<file path="src/rtl/mcu_pkg.sv">
// mcu_pkg: states, opcodes, control encodings and dispatch for multicycle_ctrl (MCU_JAL_EN adds JAL)
package mcu_pkg;
   typedef enum logic [3:0] {
      S_FETCH, S_DECODE, S_EXEC_R, S_EXEC_I, S_WB_R, S_WB_I, S_MEM_ADDR,
      S_MEM_RD, S_MEM_WR, S_WB_MEM, S_BRANCH, S_JUMP, S_FAULT
   } state_t;
   localparam logic [5:0] OP_RR = 6'b000000, OP_REGIMM = 6'b000001, OP_J = 6'b000010, OP_JAL = 6'b000011;
   localparam logic [5:0] OP_BEQ = 6'b000100, OP_BNE = 6'b000101, OP_BLEZ = 6'b000110, OP_BGTZ = 6'b000111;
   localparam logic [5:0] OP_ADDI = 6'b001000, OP_ADDIU = 6'b001001, OP_SLTI = 6'b001010, OP_SLTIU = 6'b001011;
   localparam logic [5:0] OP_ANDI = 6'b001100, OP_ORI = 6'b001101, OP_XORI = 6'b001110, OP_LUI = 6'b001111;
   localparam logic [5:0] OP_LW = 6'b100011, OP_SW = 6'b101011;
   localparam logic [3:0] ALU_ADD = 4'd0, ALU_SUB = 4'd1, ALU_RTYPE = 4'd2, ALU_AND = 4'd3, ALU_OR = 4'd4;
   localparam logic [3:0] ALU_XOR = 4'd5, ALU_SLT = 4'd6, ALU_SLTU = 4'd7, ALU_ADDU = 4'd8;
   localparam logic [1:0] SRCB_RT = 2'd0, SRCB_FOUR = 2'd1, SRCB_IMM = 2'd2, SRCB_IMM_SH = 2'd3;
   localparam logic [1:0] PC_ALU = 2'd0, PC_ALUOUT = 2'd1, PC_JUMP = 2'd2;
   typedef struct packed {
      logic       pc_wr;
      logic       ir_wr;
      logic       iord;
      logic       mem_rd;
      logic       mem_wr;
      logic       reg_wr;
      logic       reg_dst;
      logic       mem_to_reg;
      logic       alu_src_a;
      logic [1:0] alu_src_b;
      logic [3:0] alu_op;
      logic [1:0] pc_src;
      logic       branch;
      logic       sigext_high;
      logic       link;
      logic       fault;
   } ctrl_t;
   // S_FETCH doubles as the "undecodable" marker
   function automatic state_t dispatch(input logic [5:0] op);
      case (op)
         OP_RR: return S_EXEC_R;
         OP_LW, OP_SW: return S_MEM_ADDR;
         OP_BEQ, OP_BNE, OP_BLEZ, OP_BGTZ, OP_REGIMM: return S_BRANCH;
         OP_J: return S_JUMP;
`ifdef MCU_JAL_EN
         OP_JAL: return S_JUMP;
`endif
         OP_ADDI, OP_ADDIU, OP_ANDI, OP_ORI, OP_XORI, OP_SLTI, OP_SLTIU, OP_LUI: return S_EXEC_I;
         default: return S_FETCH;
      endcase
   endfunction
   function automatic logic [3:0] alu_imm(input logic [5:0] op);
      case (op)
         OP_ADDIU: return ALU_ADDU;
         OP_ANDI: return ALU_AND;
         OP_ORI: return ALU_OR;
         OP_XORI: return ALU_XOR;
         OP_SLTI: return ALU_SLT;
         OP_SLTIU: return ALU_SLTU;
         default: return ALU_ADD;
      endcase
   endfunction
endpackage

</file>
<file path="src/rtl/multicycle_ctrl_if.sv">
// multicycle_ctrl_if: opcode/memory handshake and datapath control bundle of multicycle_ctrl
interface multicycle_ctrl_if #(parameter int ALUOP_W = 4);
   logic [5:0]         op_code;
   logic               mem_ready;
   logic               pc_wr, ir_wr, iord, mem_rd, mem_wr, reg_wr, reg_dst, mem_to_reg, alu_src_a;
   logic [1:0]         alu_src_b;
   logic [ALUOP_W-1:0] alu_op;
   logic [1:0]         pc_src;
   logic               branch, sigext_high, link, illegal, fault;
   logic [3:0]         state;
   modport master (
      input  op_code, mem_ready,
      output pc_wr, ir_wr, iord, mem_rd, mem_wr, reg_wr, reg_dst, mem_to_reg, alu_src_a,
             alu_src_b, alu_op, pc_src, branch, sigext_high, link, illegal, fault, state
   );
   modport slave (
      output op_code, mem_ready,
      input  pc_wr, ir_wr, iord, mem_rd, mem_wr, reg_wr, reg_dst, mem_to_reg, alu_src_a,
             alu_src_b, alu_op, pc_src, branch, sigext_high, link, illegal, fault, state
   );
endinterface

</file>
<file path="src/rtl/mcu_out_decode.sv">
// mcu_out_decode: combinational control word from state, latched opcode and mem_ready (MCU_JAL_EN adds link)
module mcu_out_decode
   import mcu_pkg::*;
(
   input  state_t     state,
   input  logic [5:0] op,
   input  logic       mem_ready,
   output ctrl_t      ctrl
);
   always_comb begin
      ctrl = '0;
      case (state)
         S_FETCH: begin
            ctrl.mem_rd = 1'b1;
            ctrl.alu_src_b = SRCB_FOUR;
            ctrl.ir_wr = mem_ready;
            ctrl.pc_wr = mem_ready;
         end
         S_DECODE: ctrl.alu_src_b = SRCB_IMM_SH;
         S_EXEC_R: begin
            ctrl.alu_src_a = 1'b1;
            ctrl.alu_op = ALU_RTYPE;
         end
         S_EXEC_I: begin
            ctrl.alu_src_a = 1'b1;
            ctrl.alu_src_b = SRCB_IMM;
            ctrl.alu_op = alu_imm(op);
            ctrl.sigext_high = op == OP_LUI;
         end
         S_WB_R: begin
            ctrl.reg_wr = 1'b1;
            ctrl.reg_dst = 1'b1;
         end
         S_WB_I: begin
            ctrl.reg_wr = 1'b1;
            ctrl.alu_op = alu_imm(op);
            ctrl.sigext_high = op == OP_LUI;
         end
         S_MEM_ADDR: begin
            ctrl.alu_src_a = 1'b1;
            ctrl.alu_src_b = SRCB_IMM;
         end
         S_MEM_RD: begin
            ctrl.mem_rd = 1'b1;
            ctrl.iord = 1'b1;
         end
         S_MEM_WR: begin
            ctrl.mem_wr = 1'b1;
            ctrl.iord = 1'b1;
         end
         S_WB_MEM: begin
            ctrl.reg_wr = 1'b1;
            ctrl.mem_to_reg = 1'b1;
         end
         S_BRANCH: begin
            ctrl.alu_src_a = 1'b1;
            ctrl.alu_op = ALU_SUB;
            ctrl.branch = 1'b1;
            ctrl.pc_src = PC_ALUOUT;
         end
         S_JUMP: begin
            ctrl.pc_wr = 1'b1;
            ctrl.pc_src = PC_JUMP;
`ifdef MCU_JAL_EN
            ctrl.reg_wr = op == OP_JAL;
            ctrl.link = op == OP_JAL;
`endif
         end
         S_FAULT: ctrl.fault = 1'b1;
         default: ;
      endcase
   end
endmodule

</file>
<file path="src/rtl/multicycle_ctrl.sv">
// multicycle_ctrl: multi-cycle MIPS main control FSM with bounded memory wait (MCU_JAL_EN enables JAL)
module multicycle_ctrl
   import mcu_pkg::*;
#(
   parameter int ALUOP_W     = 4,
   parameter int MEM_TIMEOUT = 255
) (
   input logic clk,
   input logic rst_n,
   multicycle_ctrl_if.master bus
);
   state_t      state_q, state_d;
   logic [5:0]  op_q;
   logic [15:0] cnt_q;
   logic        illegal_q, mem_st, timeout;
   ctrl_t       ctrl, ctrl_g;
   assign mem_st = state_q inside {S_FETCH, S_MEM_RD, S_MEM_WR};
   // the cycle that would push the count to the limit without ready is the fault cycle
   assign timeout = mem_st && !bus.mem_ready && cnt_q == 16'(MEM_TIMEOUT - 1);
   always_ff @(posedge clk) begin
      if (!rst_n) begin
         state_q <= S_FETCH;
         cnt_q <= '0;
         illegal_q <= 1'b0;
      end else begin
         state_q <= state_d;
         cnt_q <= (mem_st && !bus.mem_ready) ? cnt_q + 16'd1 : '0;
         if (state_q == S_DECODE) op_q <= bus.op_code;
         if (state_q == S_DECODE && dispatch(bus.op_code) == S_FETCH) illegal_q <= 1'b1;
      end
   end
   always_comb begin
      state_d = S_FETCH;
      case (state_q)
         S_FETCH: state_d = bus.mem_ready ? S_DECODE : timeout ? S_FAULT : S_FETCH;
         S_DECODE: state_d = dispatch(bus.op_code);
         S_EXEC_R: state_d = S_WB_R;
         S_EXEC_I: state_d = S_WB_I;
         S_MEM_ADDR: state_d = op_q == OP_LW ? S_MEM_RD : S_MEM_WR;
         S_MEM_RD: state_d = bus.mem_ready ? S_WB_MEM : timeout ? S_FAULT : S_MEM_RD;
         S_MEM_WR: state_d = bus.mem_ready ? S_FETCH : timeout ? S_FAULT : S_MEM_WR;
         S_FAULT: state_d = S_FAULT;
         default: state_d = S_FETCH;
      endcase
   end
   mcu_out_decode u_dec (
      .state(state_q),
      .op(op_q),
      .mem_ready(bus.mem_ready),
      .ctrl(ctrl)
   );
   assign ctrl_g = rst_n ? ctrl : '0;
   assign bus.pc_wr = ctrl_g.pc_wr;
   assign bus.ir_wr = ctrl_g.ir_wr;
   assign bus.iord = ctrl_g.iord;
   assign bus.mem_rd = ctrl_g.mem_rd;
   assign bus.mem_wr = ctrl_g.mem_wr;
   assign bus.reg_wr = ctrl_g.reg_wr;
   assign bus.reg_dst = ctrl_g.reg_dst;
   assign bus.mem_to_reg = ctrl_g.mem_to_reg;
   assign bus.alu_src_a = ctrl_g.alu_src_a;
   assign bus.alu_src_b = ctrl_g.alu_src_b;
   assign bus.alu_op = ALUOP_W'(ctrl_g.alu_op);
   assign bus.pc_src = ctrl_g.pc_src;
   assign bus.branch = ctrl_g.branch;
   assign bus.sigext_high = ctrl_g.sigext_high;
   assign bus.link = ctrl_g.link;
   assign bus.fault = ctrl_g.fault;
   assign bus.illegal = rst_n & illegal_q;
   assign bus.state = state_q;
endmodule

</file>
<file path="src/flat_wrapper.sv">
// flat-port wrapper written by rule: the top's interface ports become plain ports
module multicycle_ctrl_flat import mcu_pkg::*;
#(
   parameter int ALUOP_W     = 4,
   parameter int MEM_TIMEOUT = 255
)
  (clk, rst_n, bus_op_code, bus_mem_ready, bus_pc_wr, bus_ir_wr, bus_iord, bus_mem_rd, bus_mem_wr, bus_reg_wr, bus_reg_dst, bus_mem_to_reg, bus_alu_src_a, bus_alu_src_b, bus_alu_op, bus_pc_src, bus_branch, bus_sigext_high, bus_link, bus_illegal, bus_fault, bus_state);
  multicycle_ctrl_if #(.ALUOP_W(ALUOP_W)) bus_i ();
  input logic clk;
  input logic rst_n;
  input wire logic [$bits(bus_i.op_code)-1:0] bus_op_code;
  input wire logic [$bits(bus_i.mem_ready)-1:0] bus_mem_ready;
  output wire logic [$bits(bus_i.pc_wr)-1:0] bus_pc_wr;
  output wire logic [$bits(bus_i.ir_wr)-1:0] bus_ir_wr;
  output wire logic [$bits(bus_i.iord)-1:0] bus_iord;
  output wire logic [$bits(bus_i.mem_rd)-1:0] bus_mem_rd;
  output wire logic [$bits(bus_i.mem_wr)-1:0] bus_mem_wr;
  output wire logic [$bits(bus_i.reg_wr)-1:0] bus_reg_wr;
  output wire logic [$bits(bus_i.reg_dst)-1:0] bus_reg_dst;
  output wire logic [$bits(bus_i.mem_to_reg)-1:0] bus_mem_to_reg;
  output wire logic [$bits(bus_i.alu_src_a)-1:0] bus_alu_src_a;
  output wire logic [$bits(bus_i.alu_src_b)-1:0] bus_alu_src_b;
  output wire logic [$bits(bus_i.alu_op)-1:0] bus_alu_op;
  output wire logic [$bits(bus_i.pc_src)-1:0] bus_pc_src;
  output wire logic [$bits(bus_i.branch)-1:0] bus_branch;
  output wire logic [$bits(bus_i.sigext_high)-1:0] bus_sigext_high;
  output wire logic [$bits(bus_i.link)-1:0] bus_link;
  output wire logic [$bits(bus_i.illegal)-1:0] bus_illegal;
  output wire logic [$bits(bus_i.fault)-1:0] bus_fault;
  output wire logic [$bits(bus_i.state)-1:0] bus_state;
  assign bus_i.op_code = bus_op_code;
  assign bus_i.mem_ready = bus_mem_ready;
  assign bus_pc_wr = bus_i.pc_wr;
  assign bus_ir_wr = bus_i.ir_wr;
  assign bus_iord = bus_i.iord;
  assign bus_mem_rd = bus_i.mem_rd;
  assign bus_mem_wr = bus_i.mem_wr;
  assign bus_reg_wr = bus_i.reg_wr;
  assign bus_reg_dst = bus_i.reg_dst;
  assign bus_mem_to_reg = bus_i.mem_to_reg;
  assign bus_alu_src_a = bus_i.alu_src_a;
  assign bus_alu_src_b = bus_i.alu_src_b;
  assign bus_alu_op = bus_i.alu_op;
  assign bus_pc_src = bus_i.pc_src;
  assign bus_branch = bus_i.branch;
  assign bus_sigext_high = bus_i.sigext_high;
  assign bus_link = bus_i.link;
  assign bus_illegal = bus_i.illegal;
  assign bus_fault = bus_i.fault;
  assign bus_state = bus_i.state;
  multicycle_ctrl #(.ALUOP_W(ALUOP_W), .MEM_TIMEOUT(MEM_TIMEOUT)) u_core (.clk(clk), .rst_n(rst_n), .bus(bus_i));
endmodule
</file>
<file path="config.mk">
export PLATFORM = sky130hd
export DESIGN_NAME = multicycle_ctrl_flat
export DESIGN_NICKNAME = d
export VERILOG_FILES = /design/src/rtl/mcu_pkg.sv /design/src/rtl/multicycle_ctrl_if.sv /design/src/rtl/mcu_out_decode.sv /design/src/rtl/multicycle_ctrl.sv /design/src/flat_wrapper.sv
export SDC_FILE = /design/constraint.sdc
export NUM_CORES = 1
export LEC_CHECK = 0
export ABC_AREA = 1
export ABC_CLOCK_PERIOD_IN_PS = 1400
export CELL_PAD_IN_SITES_DETAIL_PLACEMENT = 1
export CELL_PAD_IN_SITES_GLOBAL_PLACEMENT = 1
export CORE_MARGIN = 4
export CORE_UTILIZATION = 32
export DETAILED_ROUTE_END_ITERATION = 10
export GPL_TIMING_DRIVEN = 1
export PLACE_DENSITY = 0.84
export RECOVER_POWER = 25
export SKIP_CTS_REPAIR_TIMING = 1
export SLEW_MARGIN = 25
export SYNTH_ARGS = -nofsm -noshare
export SYNTH_HDL_FRONTEND = slang
export SYNTH_SLANG_ARGS = --single-unit
</file>
<file path="constraint.sdc">
create_clock -name clk -period 1.4 [get_ports clk]
set_clock_uncertainty 0.1 [all_clocks]
set_input_delay 0.28 -clock clk [delete_from_list [all_inputs] [get_ports clk]]
set_output_delay 0.28 -clock clk [all_outputs]
set_load 0.01 [all_outputs]
</file>
==> flow_metrics.py <==
metrics = {
    "route": {
        "wl_met2_microns": 4480,
        "ant_nets": 0,
        "drc": 0,
        "drtIter0Drc": 74,
        "routed.top_layer": "met4",
        "wl_met1_microns": 3170,
        "vias": 2191,
        "via_per_inst": 5.08,
        "wirelength_microns": 8430,
        "drt-pass1-iter-count": 4,
        "wl_per_cell_microns": 19.6,
        "wl_met3_microns": 348,
    },
    "synthesis": {
        "synthFlopType": "dfxtp_1",
        "synth_warnings": 0,
        "yosysSeqAreaShare": 0.354,
        "syn_area_sq_mm": 0.00170,
        "synthTopCellsByCount": "nand2_1, nor2_1, inv_1",
        "synth_top_cell_by_area": "dfxtp_1",
        "synth_top_area_frac": 0.248,
        "yosysMostFrequentCell": "nand2_1",
        "synth_seq_cells": 27,
        "async_flop_share": 0,
        "syn_avg_cell_area_sq_um": 6.68,
        "synth_edf_count": 6,
        "syn_inst": 254,
        "ys_types": 36,
        "syn-num-nets": 267,
        "synthTopCellsByArea": "dfxtp_1, nand2_1, edfxtp_1, nor2_1, inv_1",
    },
    "sta": {
        "holdWs_ns": 0.385,
        "hold_violations": 0,
        "layout_worst_path_cycle_share": 1.55,
        "setup_viol": 48,
        "rsz0062_at_grt": "yes",
        "fin_ws_ns": -0.764,
        "post-route-min-period_ns": 2.16,
        "drv_slew": 0,
        "fmax_mhz": 462,
    },
    "worst_setup_path": {
        "critPathSlowestCell": "edfxtp_1",
        "rr_endpoint": "u_core.bus.state[3]$_SDFF_PN0_",
        "path_class": "flop to output port",
        "required_ns": 1.02,
        "startpoint": "u_core.op_q[5]$_DFFE_PP_",
        "crit_path_end_kind": "output port",
        "reg2regPathDepth": 11,
        "worst-path-max-fanout": 3,
        "cp-endpoint": "bus_alu_op[2]",
        "critical_path.cell_chain": "nor2_2, buf_4, nand3b_1, nor2_2, buf_4, o21bai_1, inv_1, buf_6",
        "arrival_ns": 1.78,
        "r2r_setup_slack_ns": -0.32,
        "r2r_start": "u_core.bus.state[3]$_SDFF_PN0_",
        "cp-start-kind": "flop",
        "cpPeakStageDelay_ns": 0.45,
    },
    "placed_design": {
        "dp_hpwl_microns": 4640,
        "place_ws_ns": -0.795,
        "gp_congestion": 0.797,
        "portBuffers": 33,
    },
    "cts": {
        "clkLatencyLatePin_ns": 0.29,
        "path_clk_slew_ns": 0.10,
        "numClockSinks": 27,
        "htree_levels": 1,
        "cts.path.max_buffers": 2,
        "cts_tree": "done",
        "root_buffer": "clkbuf_8",
        "cts_made_buffers": 3,
    },
    "floorplan": {
        "die_area_sq_mm": 0.00653,
        "initial_core_util": 0.332,
        "dieWidth_microns": 80.8,
        "core_sq_mm": 0.00511,
        "rows": 26,
        "chipHeight_microns": 80.8,
        "io_pins": 35,
    },
    "worst_hold_path": {
        "hold_class": "flop to flop",
        "hold_start": "u_core.cnt_q[15]$_SDFF_PN0_",
    },
    "power": {
        "p_leak_uw": 0.00143,
        "p_per_area_mw_per_mm2": 542,
        "vdd.ir_drop.worst_uv": 622,
    },
    "final_layout": {
        "area_growth_pct": 91.0,
        "drive_gt1_frac": 0.571,
        "nNetsFinal": 375,
        "num_antenna_cells": 0,
    },
    "global_routing": {
        "gr-total-overflow": 0,
        "grt_pass1_wl_microns": 9320,
        "grt_start_max_net_pins": 16,
        "grt_pass1_vias": 2078,
        "antenna_found_initial": 0,
        "grt_usage": 0.180,
    },
    "status": {
        "status": "finished with violations",
        "violations": "negative setup slack",
    },
    "job": {
        "drv_cap": 0,
    },
}
[cells by family after synthesis]
family	share of synthesized area
AND/OR/NAND/NOR	0.377
buffers and inverters	0.106
AO/OA/AOI/OAI	0.0951
flip-flops	0.354
XOR/XNOR	0.0361
adder cells (fa/ha/maj)	0.0295
other	0.00221
[flip-flops by register name (all words and copies together) (netlist names)]
signal / cells
u_core.op_q: 6
u_core.illegal_q: 1
u_core.cnt_q: 16
u_core.bus.state: 4
[layout by cell type (no fill, tap or decap), types with 4 or more instances in the layout]
cell | netlist | layout
buf_4 | 3 | 44
nand2_1 | 59 | 41
buf_6 | 1 | 34
inv_1 | 37 | 27
nor2_1 | 48 | 21
nor2_4 | 2 | 20
dfxtp_1 | 21 | 16
buf_2 | 0 | 15
a21oi_2 | 1 | 12
nand2_4 | 2 | 11
nor2_2 | 1 | 10
inv_2 | 0 | 9
nand2_2 | 2 | 9
edfxtp_1 | 6 | 6
nand3_1 | 11 | 5
clkdlybuf4s50_1 | 0 | 5
nand3_2 | 0 | 4
nor3_2 | 1 | 4
nor3_1 | 8 | 4
xor2_1 | 5 | 4
dfxtp_4 | 0 | 4
[worst max-delay path, delay by kind of cell (launching register included)]
kind,cells,cell delay [ns]
flip-flops,1,0.45
AND/OR/NAND/NOR,3,0.54
buffers and inverters,4,0.44
AO/OA/AOI/OAI,1,0.06
[how the worst min path moves through the flow]
stage	end	slack (ns)	depth (start not counted)
after floorplan	u_core.op_q[0]$_DFFE_PP_	0.28	0
after global placement	u_core.cnt_q[15]$_SDFF_PN0_	0.35	2
after detailed placement	u_core.illegal_q$_SDFFE_PN0P_	0.35	2
after CTS	u_core.illegal_q$_SDFFE_PN0P_	0.38	2
after global routing	u_core.op_q[0]$_DFFE_PP_	0.39	1
final	u_core.cnt_q[15]$_SDFF_PN0_	0.38	2
[power by group]
group / internal (uW) / switching, uW
Sequential: 806 / 17.3
Clock: 206 / 272
Combinational: 211 / 245
Total: 1220 / 535
[metal layers]
metal | vias to the layer above | global-route usage
met5 | - | 0
met4 | 0 | 0.0557
met3 | 33 | 0.0188
met2 | 78 | 0.373
met1 | 1063 | 0.184
li1 | 1017 | -
[layout make-up]
class	count	area [sq um]
timing repair buffer	107	941
multi-input combinational	185	1400
inverter	38	148
tap	70	87.6
clock buffer	4	45.0
sequential	27	617
fill	604	1870
[through the flow]
step                setup TNS, ns  total power (uW)  cell area [sq um]  instances  utilization
floorplan                  -0.711               952               1750        254            -
global placement           -22.53              1100               2510        404        0.492
detailed placement         -23.83              1110               2510        404        0.492
CTS                        -25.54              1580               2560        408        0.501
global route               -18.13              1820               3240        431        0.634
finish                     -15.38              1760               3240        431        0.634
Note: power is estimated with default switching activity, not from simulation.
